--- src/rtl/cmp_unit_seq_if.sv ---
// rtl/cmp_unit_seq_if.sv - command/result bundle between the ALU sequencer and cmp_unit_seq
interface cmp_unit_seq_if #(
  parameter int WIDTH = 16
);
  logic [WIDTH-1:0] A;
  logic [WIDTH-1:0] B;
  logic [3:0]       ALU_FUN;
  logic             SIGNED_MODE;
  logic             CMP_Enable;
  logic [1:0]       CMP_OUT;
  logic             CMP_flag;
  logic             CMP_Busy;

  modport master (
    output A, B, ALU_FUN, SIGNED_MODE, CMP_Enable,
    input  CMP_OUT, CMP_flag, CMP_Busy
  );

  modport slave (
    input  A, B, ALU_FUN, SIGNED_MODE, CMP_Enable,
    output CMP_OUT, CMP_flag, CMP_Busy
  );
endinterface

--- src/rtl/cmp_unit_seq.sv ---
// rtl/cmp_unit_seq.sv - slice-serial MSB-first comparator with early exit and signed/three-way modes
module cmp_unit_seq #(
  parameter int WIDTH = 16,
  parameter int SLICE = 4
) (
  input  logic          CLK,
  input  logic          RST,
  cmp_unit_seq_if.slave bus
);
  localparam int NSLICE = WIDTH / SLICE;
  localparam int IW     = (NSLICE > 1) ? $clog2(NSLICE) : 1;
  localparam logic [IW-1:0]    IDX_TOP  = IW'(NSLICE - 1);
  localparam logic [WIDTH-1:0] ONE_W    = 1;
  localparam logic [WIDTH-1:0] MSB_MASK = ONE_W << (WIDTH - 1);

  localparam logic [3:0] FN_NOP  = 4'b1000;
  localparam logic [3:0] FN_EQ   = 4'b1001;
  localparam logic [3:0] FN_GT   = 4'b1010;
  localparam logic [3:0] FN_LT   = 4'b1011;
  localparam logic [3:0] FN_CMP3 = 4'b1100;

  typedef enum logic {IDLE, SCAN} state_t;

  state_t           state_q, state_d;
  logic [WIDTH-1:0] a_q, a_d;
  logic [WIDTH-1:0] b_q, b_d;
  logic [3:0]       fun_q, fun_d;
  logic [IW-1:0]    idx_q, idx_d;
  logic [1:0]       out_q, out_d;
  logic             flag_q, flag_d;
  logic [SLICE-1:0] a_sl, b_sl;

  function automatic logic [1:0] result_code(input logic [3:0] fun,
                                             input logic gt, input logic lt);
    logic eq;
    eq = !gt && !lt;
    case (fun)
      FN_EQ:   result_code = eq ? 2'd1 : 2'd0;
      FN_GT:   result_code = gt ? 2'd2 : 2'd0;
      FN_LT:   result_code = lt ? 2'd3 : 2'd0;
      FN_CMP3: result_code = eq ? 2'd1 : (gt ? 2'd2 : 2'd3);
      default: result_code = 2'd0;
    endcase
  endfunction

  // Constant-index mux keeps every operand bit in use for any SLICE.
  always_comb begin
    a_sl = '0;
    b_sl = '0;
    for (int i = 0; i < NSLICE; i++) begin
      if (idx_q == IW'(i)) begin
        a_sl = a_q[i*SLICE +: SLICE];
        b_sl = b_q[i*SLICE +: SLICE];
      end
    end
  end

  always_comb begin
    state_d = state_q;
    a_d     = a_q;
    b_d     = b_q;
    fun_d   = fun_q;
    idx_d   = idx_q;
    out_d   = out_q;
    flag_d  = 1'b0;
    case (state_q)
      IDLE: begin
        if (bus.CMP_Enable) begin
          if (bus.ALU_FUN == FN_NOP) begin
            out_d  = 2'd0;
            flag_d = 1'b1;
          end else if (bus.ALU_FUN >= FN_EQ && bus.ALU_FUN <= FN_CMP3) begin
            // Flipping the sign bits maps two's-complement order onto unsigned order.
            a_d     = bus.SIGNED_MODE ? (bus.A ^ MSB_MASK) : bus.A;
            b_d     = bus.SIGNED_MODE ? (bus.B ^ MSB_MASK) : bus.B;
            fun_d   = bus.ALU_FUN;
            idx_d   = IDX_TOP;
            state_d = SCAN;
          end
        end
      end
      SCAN: begin
        if (a_sl != b_sl) begin
          out_d   = result_code(fun_q, a_sl > b_sl, a_sl < b_sl);
          flag_d  = 1'b1;
          state_d = IDLE;
        end else if (idx_q == '0) begin
          out_d   = result_code(fun_q, 1'b0, 1'b0);
          flag_d  = 1'b1;
          state_d = IDLE;
        end else begin
          idx_d = idx_q - 1'b1;
        end
      end
      default: state_d = IDLE;
    endcase
  end

  always_ff @(posedge CLK) begin
    if (RST) begin
      state_q <= IDLE;
      a_q     <= '0;
      b_q     <= '0;
      fun_q   <= '0;
      idx_q   <= '0;
      out_q   <= '0;
      flag_q  <= 1'b0;
    end else begin
      state_q <= state_d;
      a_q     <= a_d;
      b_q     <= b_d;
      fun_q   <= fun_d;
      idx_q   <= idx_d;
      out_q   <= out_d;
      flag_q  <= flag_d;
    end
  end

  assign bus.CMP_OUT  = out_q;
  assign bus.CMP_flag = flag_q;
  assign bus.CMP_Busy = (state_q == SCAN);
endmodule

--- src/flat_wrapper.sv ---
// flat-port wrapper written by rule: the top's interface ports become plain ports
module cmp_unit_seq_flat 
#(
  parameter int WIDTH = 16,
  parameter int SLICE = 4
)
  (CLK, RST, bus_A, bus_B, bus_ALU_FUN, bus_SIGNED_MODE, bus_CMP_Enable, bus_CMP_OUT, bus_CMP_flag, bus_CMP_Busy);
  cmp_unit_seq_if #(.WIDTH(WIDTH)) bus_i ();
  input  logic CLK;
  input  logic RST;
  input wire logic [$bits(bus_i.A)-1:0] bus_A;
  input wire logic [$bits(bus_i.B)-1:0] bus_B;
  input wire logic [$bits(bus_i.ALU_FUN)-1:0] bus_ALU_FUN;
  input wire logic [$bits(bus_i.SIGNED_MODE)-1:0] bus_SIGNED_MODE;
  input wire logic [$bits(bus_i.CMP_Enable)-1:0] bus_CMP_Enable;
  output wire logic [$bits(bus_i.CMP_OUT)-1:0] bus_CMP_OUT;
  output wire logic [$bits(bus_i.CMP_flag)-1:0] bus_CMP_flag;
  output wire logic [$bits(bus_i.CMP_Busy)-1:0] bus_CMP_Busy;
  assign bus_i.A = bus_A;
  assign bus_i.B = bus_B;
  assign bus_i.ALU_FUN = bus_ALU_FUN;
  assign bus_i.SIGNED_MODE = bus_SIGNED_MODE;
  assign bus_i.CMP_Enable = bus_CMP_Enable;
  assign bus_CMP_OUT = bus_i.CMP_OUT;
  assign bus_CMP_flag = bus_i.CMP_flag;
  assign bus_CMP_Busy = bus_i.CMP_Busy;
  cmp_unit_seq #(.WIDTH(WIDTH), .SLICE(SLICE)) u_core (.CLK(CLK), .RST(RST), .bus(bus_i));
endmodule
--- config.mk ---
export PLATFORM = sky130hd
export DESIGN_NAME = cmp_unit_seq_flat
export DESIGN_NICKNAME = d
export VERILOG_FILES = /design/src/rtl/cmp_unit_seq_if.sv /design/src/rtl/cmp_unit_seq.sv /design/src/flat_wrapper.sv
export SDC_FILE = /design/constraint.sdc
export NUM_CORES = 1
export LEC_CHECK = 0
export ABC_AREA = 1
export BUFFER_PORTS_ARGS = -buffer_cell sky130_fd_sc_hd__buf_2
export CORE_MARGIN = 2
export CORE_UTILIZATION = 53
export DETAILED_ROUTE_END_ITERATION = 10
export PLACE_DENSITY = 0.83
export RECOVER_POWER = 25
export SLEW_MARGIN = 10
export SYNTH_ARGS = -nofsm -noshare
export SYNTH_HDL_FRONTEND = slang
export SYNTH_SLANG_ARGS = --single-unit
--- constraint.sdc ---
create_clock -name CLK -period 2.44 [get_ports CLK]
set_clock_uncertainty 0.05 [all_clocks]
set_input_delay 0.244 -clock CLK [delete_from_list [all_inputs] [get_ports CLK]]
set_output_delay 0.244 -clock CLK [all_outputs]
set_load 0.01 [all_outputs]
# Word level (Yosys, flattened, before mapping)
# Index checks and enable logic that the tools add are counted.
totals:
  out_inout_bits: 4
  inputBits: 40
  register_bits: 42
  word_cells: 80
op_classes:
  n_eq_ne: 16
  magnitude_cmp: 4
  muxes: 39
  reduce_logical: 9
  bitwise: 4
  addsub: 1
op_table:
  columns: ["cell", "count"]
  rows:
  - ["16-bit two-way mux", 2]
  - ["4-bit two-way mux", 8]
  - ["2-bit two-way mux", 12]
  - ["4-bit == test, second input constant", 5]
  - ["1-bit two-way mux", 12]
  - ["2-bit != test, second input constant", 4]
  - ["2-bit case mux with 2 select lines", 2]
  - ["2-bit case mux with 4 select lines", 1]
  - ["5-bit AND reduction", 1]
  - ["2-bit == test, second input constant", 2]
  - ["4-bit greater-or-equal comparator, second input constant", 1]
  - ["4-bit greater-than comparator", 1]
  - ["4-bit less-or-equal comparator, second input constant", 1]
  - ["4-bit less-than comparator", 1]
  - ["2-bit by 1-bit != test with 1-bit output, second input constant", 2]
  - ["4-bit != test", 1]
  - ["1-bit NOT", 4]
  - ["1-bit case mux with 2 select lines", 2]
  - ["4-bit AND reduction", 1]
  - ["3-bit != test, second input constant", 1]
  - ["3-bit AND reduction", 1]
  - ["2-bit by 1-bit == test with 1-bit output, second input constant", 1]
  - ["1-bit logical AND", 2]
  - ["1-bit logical NOT", 2]
  - ["3 further kinds", 3]

# Logic depth before layout (Yosys ltp)
# Gate-level depths: netlist (run 1).
logic_depth:
  depth_word: 12
  ltp_mapped: 18
  depth_no_buf: 18

# Worst setup path after synthesis (run 1)
# OpenSTA, ideal clock, no wires.
synth_path:
  path_kind: "register to register"
  from: "register u_core.idx_q[1]"
  to: "register u_core.out_q[0], in the netlist u_core.bus.CMP_OUT[0]"
  setup_time_ns: 0.112
  setup_slack_ns: 0.329
  path_buffers: 1
  path_stages_with_launch: 16
  t_required_ns: 2.278
  synth_period_minus_slack_ns: 2.111
  arrival_time_ns: 1.949
  cell_sequence: "dfxtp_1 inv_1 ha_1 inv_1 buf_2 nand3_1 o211ai_1 a22oi_1 ha_1 nand2_1 nor2_2 nand2_1 nand3_1 nor2_1 nand2_1 nand2_1"
synth_via:
  elab_chain_len: 12
  word_cells_on_any_way: 27
  cone_classes: "order compare (2); eq/ne (5); mux (15); reduce/logical (5)"
synth_rtl:
  columns: ["item", "line", "source"]
  rows:
  - ["start: declaration", "cmp_unit_seq.sv:28", "logic [IW-1:0] idx_q, idx_d;"]
  - ["start signal: assignment", "cmp_unit_seq.sv:113", "idx_q <= idx_d;"]
  - ["2-bit logical NOT", "cmp_unit_seq.sv:51, cmp_unit_seq.sv:87", null]
  - ["4-bit two-way mux (4 in series)", "cmp_unit_seq.sv:51", "if (idx_q == IW'(i)) begin"]
  - ["4-bit greater-than comparator / 4-bit less-than comparator (equally long branches)", "cmp_unit_seq.sv:84", "out_d = result_code(fun_q, a_sl > b_sl, a_sl < b_sl);"]
  - ["1-bit logical NOT", "cmp_unit_seq.sv:36", "eq = !gt && !lt;"]
  - ["1-bit logical AND", "cmp_unit_seq.sv:36", null]
  - ["2-bit two-way mux / 1-bit two-way mux (equally long branches)", "cmp_unit_seq.sv:41, cmp_unit_seq.sv:38", null]
  - ["2-bit case mux with 4 select lines", "cmp_unit_seq.sv:37", "case (fun)"]
  - ["2-bit two-way mux", "cmp_unit_seq.sv:83", "if (a_sl != b_sl) begin"]
  - ["2-bit case mux with 2 select lines", "cmp_unit_seq.sv:66", "case (state_q)"]
  - ["end signal: assignment", "cmp_unit_seq.sv:114", "out_q <= out_d;"]
  - ["end: declaration", "cmp_unit_seq.sv:29", "logic [1:0] out_q, out_d;"]
# Several ways; a longest one is shown, not always the timed one.
# A chain may end at the register's enable or synchronous reset.

# Worst setup path in the final report (run 1)
layout_path:
  from: "register u_core.idx_q[0]"
  to: "register u_core.idx_q[1]"
layout_via:
  elab_chain_len: 8
  word_cells_on_any_way: 20
  cone_classes: "add/sub (1); eq/ne (6); mux (11); reduce/logical (2)"
layout_rtl:
  columns: ["item", "line"]
  rows:
  - ["2-bit logical NOT", "cmp_unit_seq.sv:51, cmp_unit_seq.sv:87"]
  - ["4-bit two-way mux (4 in series)", "cmp_unit_seq.sv:51"]
  - ["4-bit != test", "cmp_unit_seq.sv:83"]
  - ["2-bit != test (no source line)", null]
  - ["5-bit AND reduction (no source line)", null]
# Several ways; a longest one is shown, not always the timed one. The select of a mux whose other input is x is not followed.

==> metrics, run 1 <==
Max VDD drop=0.4721 mV; crit end category=register; share of the synthesized area in the top cell type=0.4195; pwr dens=646.1 mW/mm^2; FP Rows=22; I/O Buffers=43; Flop pwr share=0.477; final core occ=0.6524; I/O pin count=44; total routed wirelength=4.550 mm; Syn Nets=326; ANT nets after route=0; root buffer cell=clkbuf_8; non-filler cells, final=369; Worst Tran Pin Value=about 740 ps; CP Data Arrival Time=2460 ps; initial DRC count=122; number of synthesized register bits=42; Pins Over Slew Limit=0; fin crit share=0.9332; First-pass DRT Iterations=4; Final setup violation count=0; vias per cell=5.136; startpoint class of the critical path=register; Synth area leader=dfxtp_1; Sum Neg Setup Slack=0 ps; die width=65.50 um; final hold vios=0; vias in the first global route=between 1500 and 2000; mapped cell area=0.002004 mm^2; core area=0.003661 mm^2; via count=1895; final hold slack=143.5 ps; clk_lat worst skew=290 ps; clk sinks=42; outcome=complete, no violations; residual DRC count=0; Area contributors post-synth=dfxtp_1, nand2_1, a21oi_1; register area share after synthesis=0.4195; Die H=roughly 65 um; Die Area=~0.0043 mm^2; Reg-to-Reg Start=u_core.idx_q[0]$_SDFFE_PP0P_; Worst Path Max Fanout=9; DP HPWL=~3.3 mm; maxcap violations=0; GRT overflow=0; Cell Area, Placed=0.002248 mm^2; GRT Util Overall=0.2234; net count reported at finish=369; slew margin rel.=0.5042; placed insts=around 360; Syn Area/Cell=7.210 um^2; Post-CTS Hold Fix Bufs=0; clk buf depth=2; Peak Freq=around 440 MHz; CP Data Required Time=2620 ps; H-tree depth=2; YS warnings=0; combinational power share=0.170; share of cells above drive strength 1=0.1963; switching share of power=0.2544; min Tclk post-route=approximately 2300 ps; first-pass GRT wire length=approximately 7.3 mm; largest net degree at the start of global routing=24; worst min path class=input port to register; Psw=slightly below 400 uW; Leak=0.001002 uW; CP Launch Point=u_core.idx_q[0]$_SDFFE_PP0P_; clock network power share=0.353; Initial Utilization=0.5475; Yosys cell types=24; Cells after Synth=278; cell area after layout=0.002389 mm^2; Setup CP Type=register to register; min-delay src=bus_B[14]; GP Congestion=0.8856; DR WL/cell=~12 um; # diodes=0; clock transition at the registers of the reported paths=70 ps; Post-CTS Setup Inserts=0; P_int=1151 uW; antenna violations before repair=0; area grow syn2layout=19.16%; CTS tree=done; CTS buffer count=5
registers in the layout (all words and copies together) (netlist names):
| register | count |
|---|---|
| u_core.bus.CMP_flag | 1 |
| u_core.idx_q | 2 |
| u_core.bus.CMP_Busy | 1 |
| u_core.fun_q | 4 |
| u_core.a_q | 16 |
| u_core.bus.CMP_OUT | 2 |
| u_core.b_q | 16 |
synthesized netlist by cell type:
cell / number
nand2_1: 61
a21oi_1: 44
dfxtp_1: 42
inv_1: 32
o21ai_0: 24
nand3_1: 17
nor2_1: 12
ha_1: 8
buf_2: 7
a22oi_1: 5
clkbuf_1: 5
o211ai_1: 4
buf_6: 2
inv_2: 2
nor2_2: 2
o22ai_1: 2
xor2_1: 2
a211oi_2: 1
nand2_2: 1
nand4_1: 1
nor3_1: 1
o21a_1: 1
o21ai_1: 1
o31ai_1: 1
routing by layer:
| metal | track usage | vias to the layer above | part of all wire | wire length [um] |
|---|---|---|---|---|
| li1 | - | 995 | - | - |
| met2 | 0.3712 | 50 | 0.48 | 2176 |
| met1 | 0.2781 | 845 | 0.45 | 2070 |
| met4 | 0.09375 | 0 | 0.012 | 53 |
| met5 | 0 | - | 0 | 0 |
| met3 | 0.05137 | 5 | 0.055 | 250 |
power groups by stage:
stage	clock (uW)	combinational (uW)	sequential, uW
after CTS	555	245	735
after global routing	586	299	739
after detailed placement	0	243	751
after global placement	0	234	750
after floorplan	0	170	746
final	545	263	736
layout by cell type (no fill, tap or decap), types with 2 or more instances in the layout:
master    Yosys  final
dfxtp_1      42     41
inv_1        32     32
ha_1          8      6
nand2_1      61     59
a22oi_1       5      4
nand2_2       1      3
inv_2         2      2
xor2_1        2      2
a21oi_1      44     44
o22ai_1       2      2
nor2_1       12     12
o211ai_1      4      4
nand3_1      17     17
clkbuf_8      0      6
buf_2         7     40
buf_4         0      3
clkbuf_1      5      6
o21ai_0      24     24
worst max-delay path, cell delays in order, from the launching register on:
cell and delay, ps:
dfxtp_1 330, inv_1 180, ha_4 220, a21oi_1 80, o31ai_1 210, o21ai_0 150
ha_1 340, nand2_2 90, nor2_4 150, nand2_2 90, a21oi_1 200, o21ai_1 90
inv_1 50
kinds of logic (layout without fill, tap and decap cells):
family | after synthesis | in the layout | synth area share
AND/OR/NAND/NOR | 95 | 95 | 0.1941
AO/OA/AOI/OAI | 83 | 83 | 0.2260
buffers and inverters | 48 | 91 | 0.1018
flip-flops | 42 | 42 | 0.4195
adder cells (fa/ha/maj) | 8 | 8 | 0.04994
XOR/XNOR | 2 | 2 | 0.008741
final timing paths:
kind                                  end  cells after the start  slack (ps)
max          u_core.idx_q[1]$_SDFFE_PP0P_                     12         160
min           u_core.b_q[14]$_SDFFE_PP0P_                      3         140
max reg2reg  u_core.idx_q[1]$_SDFFE_PP0P_                     12         160
min reg2reg    u_core.b_q[9]$_SDFFE_PP0P_                      2         410
what timing repair did:
item,4_1_cts,5_1_grt
gates cloned,0,1
setup endpoints to repair,2,5
gates resized for setup,1,9
metrics by stage:
step           total power, uW  setup WS, ps
6_report                  1543         162.9
5_1_grt                   1623        -10.24
4_1_cts                   1535         56.06
3_5_place_dp             993.3        0.5764
3_3_place_gp             983.7         189.4
2_1_floorplan            915.5         328.9
final cells by class:
type                            count  area (um^2)
Fill cell                         336         1272
Clock buffer                        6        82.58
Multi-Input combinational cell    188        989.7
Clock inverter                      1        30.03
Tap cell                           48        60.06
Timing Repair Buffer               50        256.5
Inverter                           34        127.6
Sequential cell                    42        842.1
Power figures use the tool's default switching activity.
==> run 2, diff against run 1 <==
==> constraint.sdc (replaced) <==
create_clock -name CLK -period 2.1 [get_ports CLK]
set_clock_uncertainty 0.05 [all_clocks]
set_input_delay 0.21 -clock CLK [delete_from_list [all_inputs] [get_ports CLK]]
set_output_delay 0.21 -clock CLK [all_outputs]
set_load 0.01 [all_outputs]
==> run 2 against run 1 <==
Largest power group unchanged. First-iteration DRC count grew 7.4%. The flow now finishes with violations (negative setup slack). Via count rose by 13%. Critical path type unchanged. Fmax is 1.5% higher. Critical endpoint is now u_core.bus.CMP_OUT[1]$_SDFFE_PP0P_. Register-to-register slack worse by 310 ps. Final cell count grew 4.1%.
==> metrics, run 2 (synthesis results as in run 1) <==
Setup CP Type=register to register; clk buf depth=2 (unchanged); Die H=65.50 um (unchanged); most common cell after layout, fill and taps aside=nand2_1; total routed wirelength=5.582 mm (+23%); maxcap violations=0 (unchanged); antenna violations before repair=0 (unchanged); crit end category=register; DR WL/cell=14.54 um (+18%); CTS tree=done; GRT Util Overall=0.2409 (+0.01749); Cell Area, Placed=0.002313 mm^2 (+2.9%); CP Data Required Time=2220 ps (-400 ps); I/O Buffers=43 (unchanged); DP HPWL=3.270 mm (-0.67%); non-filler cells, final=384 (+4.1%); H-tree depth=2 (unchanged); RSZ-0062 raised after global routing=yes; residual DRC count=0 (unchanged); worst min path class=input port to register; cell area after layout=0.002630 mm^2 (+10%); vias in the first global route=1895 (+8.8%); final hold slack=111.1 ps (-32.34 ps); Largest regs=u_core.a_q (16), u_core.b_q (16), u_core.fun_q (4); Sum Neg Setup Slack=-671.9 ps (-671.9 ps); First-pass DRT Iterations=6 (+2); CP Data Arrival Time=2360 ps (-100 ps); GRT overflow=0 (unchanged); core area=0.003661 mm^2 (unchanged); Initial Utilization=0.5475 (unchanged); Max VDD drop=0.6327 mV (+34%); area grow syn2layout=31.21%; CTS buffer count=5 (unchanged); Post-CTS Hold Fix Bufs=0 (unchanged); Pins Over Slew Limit=0 (unchanged); ANT nets after route=0 (unchanged); Leak=0.001093 uW (+9.1%); clock transition at the registers of the reported paths=80 ps (about the same); final core occ=0.7184 (+0.06596); FP Rows=22 (unchanged); slew margin rel.=0.6297 (+0.1256); commonest non-fill, non-tap cells in the layout=nand2_1, dfxtp_1, buf_2; placed insts=368 (+1.9%); # diodes=0 (unchanged); Worst Tran Pin Value=554.8 ps (-188.9 ps); pwr dens=682.2 mW/mm^2 (+5.6%); die width=65.50 um (unchanged); Final setup violation count=6 (+6); vias per cell=5.570 (+8.5%); startpoint class of the critical path=register; net count reported at finish=383 (+3.8%); Peak Freq=446.0 MHz (+1.5%); first-pass GRT wire length=7.983 mm (+9.3%); Final WS setup=-142.4 ps (-305.3 ps); GP Congestion=0.9002 (+1.6%); outcome=finished, violations left; clk_lat worst skew=280 ps (about the same); Worst Path Max Fanout=6 (-3); Filler cells=278 (-17%); root buffer cell=clkbuf_8; min Tclk post-route=2242 ps (-34.69 ps); Die Area=0.004290 mm^2 (unchanged); fin crit share=1.068 (+0.1346); via count=2139 (+13%); failing checks=negative setup slack; initial DRC count=131 (+7.4%); clk sinks=42 (unchanged); I/O pin count=44 (unchanged); final hold vios=0 (unchanged); share of cells above drive strength 1=0.3155 (+0.1192); largest net degree at the start of global routing=29 (+21%)
==> run 2: cell count changes in the layout (fill, tap and decap cells not counted), sizes merged <==
cell / before / now
bufinv: 1 / 0
buf: 44 / 59
clkinv: 0 / 1
==> run 2: final timing paths <==
path / cells past startpoint / to / start / slack [ps]
worst min register to register: 2 / u_core.b_q[5]$_SDFFE_PP0P_ / u_core.b_q[5]$_SDFFE_PP0P_ / 410
worst max-delay path: 15 / u_core.bus.CMP_OUT[1]$_SDFFE_PP0P_ / u_core.idx_q[0]$_SDFFE_PP0P_ / -140
worst max register to register: 15 / u_core.bus.CMP_OUT[1]$_SDFFE_PP0P_ / u_core.idx_q[0]$_SDFFE_PP0P_ / -140
worst min-delay path: 3 / u_core.b_q[14]$_SDFFE_PP0P_ / bus_B[14] / 110
==> run 2: area by class of cell <==
type	count	area [um^2]	area share
Clock inverter	1	5.005	0.001903
Clock buffer	7	86.33	0.03283
Tap cell	48	60.06	0.02284
Timing Repair Buffer	64	376.6	0.1432
Inverter	34	140.1	0.05328
Sequential cell	42	848.3	0.3226
Multi-Input combinational cell	188	1114	0.4234
==> run 2: stage by stage <==
stage | power (uW) | setup WS (ps)
global route | 1878 | -258.9
finish | 1794 | -142.4
floorplan | 1064 | 7.620
detailed placement | 1170 | -203.7
CTS | 1721 | 0.3568
global placement | 1162 | -80.95
==> run 2: worst max-delay path: stages (launching register included) <==
cell      delay, ps
dfxtp_4         390
inv_6            50
ha_4            190
buf_6           130
nand3_1          70
o211ai_1        120
a22oi_2         210
ha_1            270
nand2_2         110
inv_2            50
nand2_2          90
nand2_2          70
nand2_1          70
nand3_1          90
nand2_1         100
a21oi_1          60
==> run 2: repair_timing <==
| action | 4_1_cts | 5_1_grt |
|---|---|---|
| gates resized for setup | 26 | 30 |
| hold endpoints to repair | 0 | 0 |
| buffers inserted | 3 | 5 |
| setup endpoints to repair | 6 | 6 |
| pin swaps | 9 | 20 |
==> run 2: where the power goes <==
group	total [uW]	switching, uW	internal [uW]
registers	858	23.9	834
clock network	522	257	265
logic	415	243	171
total	1790	524	1270
==> run 2: layer usage <==
layer / wire length, um / track usage
met3: 414 / 0.05822
met1: 2305 / 0.2854
met4: 103 / 0.09115
met5: 0 / 0
met2: 2759 / 0.4196
==> run 3, diff against run 2 <==
--- a/config.mk
+++ b/config.mk
@@ -8,9 +8,10 @@
 export ABC_AREA = 1
 export BUFFER_PORTS_ARGS = -buffer_cell sky130_fd_sc_hd__buf_2
 export CORE_MARGIN = 2
-export CORE_UTILIZATION = 53
+export CORE_UTILIZATION = 40
 export DETAILED_ROUTE_END_ITERATION = 10
-export PLACE_DENSITY = 0.83
+export GPL_TIMING_DRIVEN = 0
+export PLACE_DENSITY = 0.67
 export RECOVER_POWER = 25
 export SLEW_MARGIN = 10
 export SYNTH_ARGS = -nofsm -noshare
==> run 3 against run 2 <==
Sequential cell count stayed put. Routed wire length down 2.2%. Largest cell class unchanged. The flow still finishes with violations (negative setup slack). Final cell count increased by 4.7%. Global-route usage shrank 2.8 points. Worst hold slack lost 9.8 ps. Clock power is 20% higher.
==> metrics, run 3 (synthesis results as in run 1) <==
outcome=finished, violations left; failing checks=negative setup slack; Die H=74.79 um (+14%); maxcap violations=0 (unchanged); min Tclk post-route=2186 ps (-56.26 ps); share of cells above drive strength 1=0.2627 (-0.05279); largest net degree at the start of global routing=13 (-55%); Initial Utilization=0.4188 (-0.1287); most common cell after layout, fill and taps aside=nand2_1; Final WS setup=-86.13 ps (+56.26 ps); crit end category=register; clk_lat worst skew=300 ps (+20 ps); startpoint class of the critical path=register; min-delay src=bus_B[3]; Worst Path Max Fanout=5 (-1); clk sinks=42 (unchanged); fin crit share=1.041 (-0.02679); die width=74.79 um (+14%); Filler cells=491 (+77%); I/O Buffers=43 (unchanged); CTS tree=done; flop-to-flop setup slack=-90 ps (+60 ps); final hold vios=0 (unchanged); hold path depth=3 (unchanged); First-pass DRT Iterations=4 (-2); I/O pin count=44 (unchanged); GRT Util Overall=0.2133 (-0.02762); clk buf depth=2 (unchanged); Max VDD drop=0.3785 mV (-40%); first-pass GRT wire length=8.852 mm (+11%); GRT overflow=0 (unchanged); Worst Tran Pin Value=598.9 ps (+44.08 ps); pwr dens=713.3 mW/mm^2 (+4.6%); GP Congestion=0.8538 (-5.2%); root buffer cell=clkbuf_8; ANT nets after route=0 (unchanged); Post-CTS Hold Fix Bufs=0 (unchanged); antenna violations before repair=0 (unchanged); core area=0.004786 mm^2 (+31%); DP HPWL=3.740 mm (+14%); H-tree depth=2 (unchanged); initial DRC count=158 (+21%); worst min path class=input port to register; worst r2r dst=u_core.idx_q[0]$_SDFFE_PP0P_; vias in the first global route=1934 (+2.1%); # diodes=0 (unchanged); cell depth of the worst flop-to-flop path=12 (-3); CTS buffer count=5 (unchanged); area grow syn2layout=30.46%; hold path endpoint=u_core.b_q[3]$_SDFFE_PP0P_; Largest regs=u_core.a_q (16), u_core.b_q (16), u_core.fun_q (4); final hold slack=101.3 ps (-9.843 ps); Die Area=0.005594 mm^2 (+30%); CP Data Arrival Time=2330 ps (-30 ps); Sum Neg Setup Slack=-422.5 ps (+249.4 ps); RSZ-0062 raised after global routing=yes; Peak Freq=457.4 MHz (+2.6%); slew margin rel.=0.5965 (-0.03320); total routed wirelength=5.458 mm (-2.2%); Reg-to-Reg Start=u_core.idx_q[1]$_SDFFE_PP0P_; net count reported at finish=382 (-0.26%); via count=1973 (-7.8%); commonest non-fill, non-tap cells in the layout=nand2_1, buf_2, dfxtp_1; clock transition at the registers of the reported paths=80 ps (about the same); Pins Over Slew Limit=0 (unchanged); vias per cell=4.908 (-12%); Setup CP Type=register to register; DR WL/cell=13.58 um (-6.6%); CP Data Required Time=2250 ps (+30 ps); residual DRC count=0 (unchanged); FP Rows=25 (+14%); Leak=0.001066 uW (-2.5%); Final setup violation count=5 (-1)
## run 3: report_power, final
group | leakage (uW) | total [uW] | switching [uW] | internal [uW]
combinational | 0.000670 | 379 | 221 | 158
sequential | 0.000344 | 858 | 23.8 | 834
clock | 0.0000524 | 628 | 272 | 356
total | 0.00107 | 1870 | 518 | 1350
## run 3: what timing repair did
action                     4_1_cts  5_1_grt
hold endpoints to repair         0        0
setup endpoints to repair        6        6
pin swaps                        7        9
resized for setup               39       12
gates cloned                     2        0
buffers inserted                 3        2
## run 3: cell type report
cell class / instances / area [um^2] / area share
multi-input combinational: 188 / 1105 / 0.4225
tap: 67 / 83.83 / 0.03206
timing repair buffer: 50 / 260.3 / 0.09952
inverter: 34 / 140.1 / 0.05359
buffer: 13 / 71.32 / 0.02727
sequential: 42 / 848.3 / 0.3244
clock buffer: 7 / 76.32 / 0.02919
clock inverter: 1 / 30.03 / 0.01148
## run 3: worst max path at each step
stage                                      start                                  to  slack (ps)  cells after the start
floorplan           u_core.idx_q[0]$_SDFFE_PP0P_  u_core.bus.CMP_OUT[0]$_SDFFE_PP0P_           8                     13
global placement    u_core.idx_q[1]$_SDFFE_PP0P_  u_core.bus.CMP_OUT[0]$_SDFFE_PP0P_        -320                     14
detailed placement  u_core.idx_q[1]$_SDFFE_PP0P_  u_core.bus.CMP_OUT[0]$_SDFFE_PP0P_        -370                     15
CTS                 u_core.idx_q[0]$_SDFFE_PP0P_  u_core.bus.CMP_OUT[0]$_SDFFE_PP0P_          -5                     14
global route        u_core.idx_q[1]$_SDFFE_PP0P_  u_core.bus.CMP_OUT[0]$_SDFFE_PP0P_        -260                     14
finish              u_core.idx_q[1]$_SDFFE_PP0P_        u_core.idx_q[0]$_SDFFE_PP0P_         -90                     12
## run 3: per-layer routing
layer	global-route usage	part of all wire	vias to the layer above
met2	0.3392	0.48	41
met3	0.05087	0.038	9
met5	0	0	-
met4	0.09921	0.018	0
met1	0.2741	0.46	899
li1	-	-	1024
## run 3: worst max-delay path: stages, from the launching register on
cell	delay (ps)
dfxtp_4	370
inv_6	70
ha_4	140
buf_6	130
a21oi_4	60
o31ai_4	210
o21ai_1	90
ha_1	330
nand2_2	90
nor2_4	190
nand2_4	120
o211ai_1	170
inv_1	50
## run 3: stage by stage
stage / instance area [um^2] / instances / setup WS (ps) / util / power (uW)
floorplan: 2007 / 278 / 7.620 / - / 1064
global route: 2615 / 402 / -255.4 / 0.5464 / 1954
CTS: 2564 / 400 / -5.279 / 0.5357 / 1853
finish: 2615 / 402 / -86.13 / 0.5464 / 1865
detailed placement: 2306 / 388 / -372.0 / 0.4818 / 1164
global placement: 2306 / 388 / -322.9 / 0.4818 / 1157
